$ cat src/rtl/dm_arbiter_if.sv
// Bus bundle between the data-memory arbiter, its two requesters and the DM.
// The slave modport is the arbiter's view; master is the environment's view.
interface dm_arbiter_if #(
   parameter int WORD_WIDTH = 32
);
   // requester 0 (CPU MEM stage)
   logic                  req0;
   logic                  we0;
   logic [WORD_WIDTH-1:0] addr0;
   logic [WORD_WIDTH-1:0] wdata0;
   logic                  ack0;
   // requester 1 (debug / program loader)
   logic                  req1;
   logic                  we1;
   logic [WORD_WIDTH-1:0] addr1;
   logic [WORD_WIDTH-1:0] wdata1;
   logic                  ack1;
   // shared read return
   logic [WORD_WIDTH-1:0] rdata;
   // data memory port
   logic [WORD_WIDTH-1:0] memAddr;
   logic [WORD_WIDTH-1:0] memWData;
   logic                  memWrite;
   logic                  memRead;
   logic [WORD_WIDTH-1:0] memRData;
   // status
   logic                  busy;
   logic                  grantId;

   modport slave (
      input  req0, we0, addr0, wdata0,
      input  req1, we1, addr1, wdata1,
      input  memRData,
      output ack0, ack1, rdata,
      output memAddr, memWData, memWrite, memRead,
      output busy, grantId
   );

   modport master (
      output req0, we0, addr0, wdata0,
      output req1, we1, addr1, wdata1,
      output memRData,
      input  ack0, ack1, rdata,
      input  memAddr, memWData, memWrite, memRead,
      input  busy, grantId
   );
endinterface

$ cat src/rtl/dm_arbiter.sv
// Two-requester round-robin arbiter and sequencer for the single-ported data
// memory. Each accepted request runs IDLE -> BUSY -> ACK: one DM access cycle,
// then a one-cycle ack to the winner with read data registered.
module dm_arbiter #(
   parameter int WORD_WIDTH = 32
) (
   input  logic         clk,
   input  logic         rst_n,
   dm_arbiter_if.slave  bus
);

   typedef enum logic [1:0] {
      IDLE = 2'd0,
      BUSY = 2'd1,
      ACK  = 2'd2
   } state_t;

   state_t                state;
   state_t                state_nxt;

   logic                  lat_we;
   logic [WORD_WIDTH-1:0] lat_addr;
   logic [WORD_WIDTH-1:0] lat_wdata;
   logic                  grant_id;
   logic                  last_grant;
   logic [WORD_WIDTH-1:0] rdata_q;
   logic                  ack0_q;
   logic                  ack1_q;

   logic                  any_req;
   logic                  sel_id;

   // Pick the winner among active requests; on a tie the one not served last.
   always_comb begin
      // NOTE: every comb output gets a default first so no path leaves it unassigned (no latch).
      any_req = bus.req0 | bus.req1;
      sel_id  = 1'b0;
      if (bus.req0 && bus.req1) begin
         sel_id = ~last_grant;
      end else if (bus.req1) begin
         sel_id = 1'b1;
      end
   end

   // State register with synchronous active-low reset.
   always_ff @(posedge clk) begin
      // NOTE: state elements use non-blocking assignments so all flops update together at the edge.
      if (!rst_n) begin
         state <= IDLE;
      end else begin
         state <= state_nxt;
      end
   end

   // Next-state logic: accept in IDLE, then exactly one BUSY and one ACK cycle.
   always_comb begin
      state_nxt = state;
      unique case (state)
         IDLE:    if (any_req) state_nxt = BUSY;
         BUSY:    state_nxt = ACK;
         ACK:     state_nxt = IDLE;
         default: state_nxt = IDLE;
      endcase
   end

   // Output decode: DM strobes only in BUSY; the write strobe is gated by
   // rst_n so a reset edge landing in BUSY never commits the write.
   always_comb begin
      bus.memWrite = 1'b0;
      bus.memRead  = 1'b0;
      bus.busy     = 1'b0;
      unique case (state)
         BUSY: begin
            bus.memWrite = lat_we & rst_n;
            bus.memRead  = ~lat_we;
            bus.busy     = 1'b1;
         end
         ACK: begin
            bus.busy     = 1'b1;
         end
         default: begin
            bus.busy     = 1'b0;
         end
      endcase
   end

   // Transaction latch, read-data capture, ack pulse and round-robin history.
   always_ff @(posedge clk) begin
      if (!rst_n) begin
         lat_we     <= 1'b0;
         lat_addr   <= '0;
         lat_wdata  <= '0;
         grant_id   <= 1'b0;
         last_grant <= 1'b1;
         rdata_q    <= '0;
         ack0_q     <= 1'b0;
         ack1_q     <= 1'b0;
      end else begin
         unique case (state)
            IDLE: begin
               if (any_req) begin
                  grant_id  <= sel_id;
                  lat_we    <= sel_id ? bus.we1    : bus.we0;
                  lat_addr  <= sel_id ? bus.addr1  : bus.addr0;
                  lat_wdata <= sel_id ? bus.wdata1 : bus.wdata0;
               end
            end
            BUSY: begin
               if (!lat_we) begin
                  rdata_q <= bus.memRData;
               end
               ack0_q     <= ~grant_id;
               ack1_q     <= grant_id;
               last_grant <= grant_id;
            end
            ACK: begin
               ack0_q <= 1'b0;
               ack1_q <= 1'b0;
            end
            default: begin
               ack0_q <= 1'b0;
               ack1_q <= 1'b0;
            end
         endcase
      end
   end

   // Latched payload is always visible on the DM port; strobes qualify it.
   assign bus.memAddr  = lat_addr;
   assign bus.memWData = lat_wdata;
   assign bus.rdata    = rdata_q;
   assign bus.ack0     = ack0_q;
   assign bus.ack1     = ack1_q;
   assign bus.grantId  = grant_id;

endmodule

$ cat src/flat_wrapper.sv
// flat-port wrapper written by rule: the top's interface ports become plain ports
module dm_arbiter_flat 
#(
   parameter int WORD_WIDTH = 32
)
  (clk, rst_n, bus_req0, bus_we0, bus_addr0, bus_wdata0, bus_req1, bus_we1, bus_addr1, bus_wdata1, bus_memRData, bus_ack0, bus_ack1, bus_rdata, bus_memAddr, bus_memWData, bus_memWrite, bus_memRead, bus_busy, bus_grantId);
  dm_arbiter_if #(.WORD_WIDTH(WORD_WIDTH)) bus_i ();
  input  logic clk;
  input  logic rst_n;
  input wire logic [$bits(bus_i.req0)-1:0] bus_req0;
  input wire logic [$bits(bus_i.we0)-1:0] bus_we0;
  input wire logic [$bits(bus_i.addr0)-1:0] bus_addr0;
  input wire logic [$bits(bus_i.wdata0)-1:0] bus_wdata0;
  input wire logic [$bits(bus_i.req1)-1:0] bus_req1;
  input wire logic [$bits(bus_i.we1)-1:0] bus_we1;
  input wire logic [$bits(bus_i.addr1)-1:0] bus_addr1;
  input wire logic [$bits(bus_i.wdata1)-1:0] bus_wdata1;
  input wire logic [$bits(bus_i.memRData)-1:0] bus_memRData;
  output wire logic [$bits(bus_i.ack0)-1:0] bus_ack0;
  output wire logic [$bits(bus_i.ack1)-1:0] bus_ack1;
  output wire logic [$bits(bus_i.rdata)-1:0] bus_rdata;
  output wire logic [$bits(bus_i.memAddr)-1:0] bus_memAddr;
  output wire logic [$bits(bus_i.memWData)-1:0] bus_memWData;
  output wire logic [$bits(bus_i.memWrite)-1:0] bus_memWrite;
  output wire logic [$bits(bus_i.memRead)-1:0] bus_memRead;
  output wire logic [$bits(bus_i.busy)-1:0] bus_busy;
  output wire logic [$bits(bus_i.grantId)-1:0] bus_grantId;
  assign bus_i.req0 = bus_req0;
  assign bus_i.we0 = bus_we0;
  assign bus_i.addr0 = bus_addr0;
  assign bus_i.wdata0 = bus_wdata0;
  assign bus_i.req1 = bus_req1;
  assign bus_i.we1 = bus_we1;
  assign bus_i.addr1 = bus_addr1;
  assign bus_i.wdata1 = bus_wdata1;
  assign bus_i.memRData = bus_memRData;
  assign bus_ack0 = bus_i.ack0;
  assign bus_ack1 = bus_i.ack1;
  assign bus_rdata = bus_i.rdata;
  assign bus_memAddr = bus_i.memAddr;
  assign bus_memWData = bus_i.memWData;
  assign bus_memWrite = bus_i.memWrite;
  assign bus_memRead = bus_i.memRead;
  assign bus_busy = bus_i.busy;
  assign bus_grantId = bus_i.grantId;
  dm_arbiter #(.WORD_WIDTH(WORD_WIDTH)) u_core (.clk(clk), .rst_n(rst_n), .bus(bus_i));
endmodule
$ cat config.mk
export PLATFORM = sky130hd
export DESIGN_NAME = dm_arbiter_flat
export DESIGN_NICKNAME = d
export VERILOG_FILES = /design/src/rtl/dm_arbiter_if.sv /design/src/rtl/dm_arbiter.sv /design/src/flat_wrapper.sv
export SDC_FILE = /design/constraint.sdc
export NUM_CORES = 1
export LEC_CHECK = 0
export CAP_MARGIN = 20
export CORE_MARGIN = 2
export CORE_UTILIZATION = 37
export CTS_CLUSTER_DIAMETER = 40
export DETAILED_ROUTE_END_ITERATION = 8
export PLACE_DENSITY = 0.79
export SYNTH_ARGS = -nofsm -noshare
export SYNTH_HDL_FRONTEND = slang
export SYNTH_SLANG_ARGS = --single-unit
$ cat constraint.sdc
create_clock -name clk -period 2.05 [get_ports clk]
set_input_delay 0.5125 -clock clk [delete_from_list [all_inputs] [get_ports clk]]
set_output_delay 0.5125 -clock clk [all_outputs]
set_load 0.1 [all_outputs]
Yosys cells after proc, flatten, opt, wreduce, memory -nomap -nowiden:

Cells that the tools add are included.

* bits in registers: 103
* output and inout bits: 102
* memories: 0
* word-level logic and storage cells: 34
* input bits: 166
* bits in writable memories: 0
* latch bits: 0
* memory bits (read-only): 0

* shift-type cells: 0
* mux-type cells: 12
* div/mod/pow operators: 0
* $mul: 0
* bitwise operators: 5
* $add $sub $neg: 0
* $lt $le $gt $ge: 0
* reductions and logical operators: 5
* equal/unequal tests: 3

Operators by type and width (number)
* $mux W32: 2
* $mux W1: 6
* $pmux W1 S2: 2
* $pmux W2 S2: 1
* $reduce_and A2 Y1: 2
* $not A1 Y1: 3
* $eq A2 B1 Y1 const B: 1
* $eq A2 B2 Y1 const B: 1
* $logic_not A2 Y1: 1
* $mux W2: 1
* $ne A2 B1 Y1 const B: 1
* $reduce_or A2 Y1: 1
* $and A1 B1 Y1: 1
* $logic_and A1 B1 Y1: 1
* $or A1 B1 Y1: 1

Depth between registers and ports, before layout:

* depth after elaboration: 3
* gate-level depth with buffers: 8
* mapped depth without buffers: 6

Worst setup path after synthesis:

No wires, ideal clock.

* path type: input to output
* start: input port rst_n
* end: output port bus_memWrite
* path buffers: 1
* stages: 2
* path slack: 17 ps
* data arrival time: 1521 ps
* required time: 1537 ps
* cell sequence: dlymetal6s2s_1 > and3_1

* cells in the longest elaborated chain, start to end: 2

Ends and longest elaborated chain
* start, declared: RTL line flat_wrapper.sv:9 `input logic rst_n;`
* $and A1 B1 Y1: RTL line dm_arbiter.sv:74 `bus.memWrite = lat_we & rst_n;`
* $mux W1: RTL line dm_arbiter.sv:72 `unique case (state)`
* end, declared: RTL line flat_wrapper.sv:24 `output wire logic [$bits(bus_i.memWrite)-1:0] bus_memWrite;`

No other way between the ends.

Worst setup path in the final report:

* start: register u_core.state[1]
* end: output port bus_memWrite

* cells in the longest elaborated chain, start to end: 2

Ends and longest elaborated chain
* start, declared: RTL line dm_arbiter.sv:18 `state_t state;`
* start signal, assigned: RTL line dm_arbiter.sv:51 `state <= state_nxt;`
* $eq A2 B1 Y1: RTL line dm_arbiter.sv:72
* $mux W1: RTL line dm_arbiter.sv:72

No other way between the ends.

==> flow_metrics.py <==
metrics = {
    "global_routing": {
        "grt_usage_pct": 22.0,
        "grt_max_degree": 104,
        "grt_pass1_vias": 4744,
        "overflow": 0,
        "antenna_found_initial": 0,
        "grt_pass1_wl_um": 22500,
    },
    "placement": {
        "portBuffers": 267,
        "dpl.cell_count": 912,
        "gp_congestion": 0.843,
        "placed_area_um2": 7040,
        "dpl.hpwl_um": 10700,
    },
    "synthesis": {
        "synth_top_area_share_pct": 47.1,
        "ys_ff_latch": 103,
        "yosysUniqueCellTypes": 30,
        "syn_area_um2": 4370,
        "synth_nets": 702,
        "ys.flop_type": "dfxtp_1",
        "syn_area_per_cell_um2": 8.21,
        "synth-edff-count": 0,
        "syn_inst": 533,
        "postSynth.asyncResetShare_pct": 0,
        "synth_seq_area_share_pct": 47.1,
        "synth-warning-count": 0,
        "synth_top_area_cell": "dfxtp_1",
        "synth_area_leaders": "dfxtp_1 47%, nand2_1 11%, a21oi_1 10%, a21oi_2 8.0%, o21ai_0 7.6%",
    },
    "timing": {
        "period_minus_slack_ns": 1.91,
        "relSlewSlack_pct": 75.1,
        "worst_slew_pin_slew_ns": 0.374,
        "setup_tns_ns": 0,
        "drv_slew": 0,
        "period_share_pct": 93.1,
        "rsz0062_at_grt": "false",
        "hold_viol_final": 0,
        "max_freq_mhz": 524,
        "finalSetupViolations": 0,
        "clock_skew_ns": 0.00711,
    },
    "layout": {
        "postLayoutCoreUtil_pct": 63.9,
        "final_common_cell": "clkdlybuf4s50_1",
        "area_delta_synth_final_pct": 67.6,
        "fillers": 954,
        "drive_above_1_share_pct": 22.9,
        "layout.nets": 949,
        "n_antenna_cell": 0,
        "layout_common_cells": "164 x clkdlybuf4s50_1, 131 x nand2_1, 103 x dfxtp_1",
        "fin_area_um2": 7330,
        "final_cells": 928,
    },
    "setup_path": {
        "worst-r2r-cell-count": 6,
        "rrSetupSlack_ns": 0.44,
        "path_max_fanout": 4,
        "crit_chain": "inv_1 > ha_1 > and3_1 > buf_12",
        "r2r_end": "u_core.bus.memAddr[15]$_SDFFE_PN0P_",
        "critPathLaunchType": "register",
        "crit_required_ns": 1.54,
        "slowest_delay_ns": 0.32,
        "crit_type": "register to output pin",
        "worst_ep_arrival_time_ns": 1.40,
        "cp_top_family": "flip-flops",
        "end_kind": "output pin",
        "critical_path.startpoint": "u_core.state[1]$_SDFFE_PN0P_",
        "critical_path.slowest_cell": "dfxtp_1",
        "r2r-start": "u_core.state[1]$_SDFFE_PN0P_",
        "critical_path_buf_inv_count": 2,
    },
    "clock_tree": {
        "post-cts-setup-buffer-count": 0,
        "path_clk_slew_ns": 0.07,
        "cts_tree": "done",
        "cts_buffer_depth": 2,
        "clk_latency_ns": 0.34,
        "holdBufCountCts": 0,
        "clock-sinks": 103,
        "cts_resized": 0,
        "cts_buffers": 9,
        "h-tree-depth": 3,
        "cts_root_buffer": "clkbuf_16",
    },
    "routing": {
        "totalWireLength_um": 14500,
        "via_per_inst": 5.09,
        "num_vias": 4719,
        "drtIter0Drc": 264,
        "post_drt_wl_per_cell_um": 15.6,
        "ant_nets": 0,
        "drt-pass1-iter-count": 4,
        "drc_errors": 0,
    },
    "pwr": {
        "powerDensity_nw_per_um2": 990,
        "power_mw": 7.26,
        "leakage_nw": 3.03,
        "ir_worst_vdd_mv": 0.520,
    },
    "job": {
        "max_cap_violations": 0,
    },
    "die": {
        "die_w_um": 113,
        "pin_count": 268,
        "rows": 39,
        "die_h_um": 113,
        "initial_core_util_pct": 38.1,
        "core_area_um2": 11500,
        "dieArea_um2": 12700,
    },
    "status": {
        "outcome": "finished clean",
    },
    "worst_hold_path": {
        "min_from": "u_core.bus.rdata[11]$_SDFFE_PN0P_",
        "min_path_type": "register to register",
        "min_to": "u_core.bus.rdata[11]$_SDFFE_PN0P_",
        "min_delay_path_depth": 2,
    },
}
-- layout make-up --
class,count,area (um^2),area share [%]
clock buffers,13,280,3.82
clock inverters,3,15.0,0.205
inverters,3,11.3,0.154
multi-input cells,380,2050,28.0
flip-flops and latches,103,2060,28.1
well taps,143,179,2.44
repair buffers,283,2730,37.3
-- where the power goes --
part           internal (mW)  total (mW)  switching [mW]
sequential              2.23        2.35           0.123
combinational          0.909        3.22            2.31
clock                  0.951        1.68           0.732
-- cell usage after synthesis (2+ instances only) --
master          number
a21boi_0             4
a21boi_1            28
a21oi_1             91
a21oi_2             40
buf_2               20
buf_4                5
clkbuf_1            11
clkbuf_2             4
dfxtp_1            103
dlygate4sd1_1        4
dlymetal6s2s_1       2
ha_1                 3
inv_1                2
nand2_1            131
nand2b_1             2
nor2b_1              3
nor3b_1              2
o21ai_0             66
-- cells by family (layout without fill, tap and decap cells) --
family,after synthesis,count (layout),synth area share [%]
AO/OA/AOI/OAI,235,235,32.6
adder cells (fa/ha/maj),3,3,0.858
buffers and inverters,50,302,6.44
flip-flops,103,103,47.1
multiplexers,1,1,0.229
AND/OR/NAND/NOR,141,141,12.7
-- sequential cells by signal (all words and copies together) (netlist names), 2 cells and up --
register / flops
u_core.bus.memWData: 32
u_core.state: 2
u_core.bus.memAddr: 32
u_core.bus.rdata: 32
-- per-stage QoR --
step | worst slack (ns) | hold WS (ns)
after floorplan | 0.0170 | 0.486
after global placement | 0.0950 | 0.442
after detailed placement | 0.0457 | 0.448
after CTS | 0.122 | 0.458
after global routing | 0.0431 | 0.478
final | 0.142 | 0.456
-- worst min-delay path, cell delays in order, from the launching register on --
cell and delay [ns]:
dfxtp_1 0.31, nand2_1 0.05, a21boi_1 0.05
-- worst max path at each step --
| stage | cells past startpoint | to |
|---|---|---|
| 3_3_place_gp | 5 | u_core.bus.memWData[10]$_SDFFE_PN0P_ |
| 4_1_cts | 4 | bus_memWrite |
| 2_1_floorplan | 2 | bus_memWrite |
| 3_5_place_dp | 5 | u_core.bus.memWData[22]$_SDFFE_PN0P_ |
| 5_1_grt | 4 | bus_memWrite |
| 6_report | 4 | bus_memWrite |
-- per-layer routing --
layer  track usage, %  up-vias  routed length, um
met5                0        -                  0
met4             9.59        0                390
met3             4.45       27               1100
met2             39.1      210               7330
met1             25.5     2181               5710
li1                 -     2301                  -
Note: power is estimated with default switching activity, not from simulation.
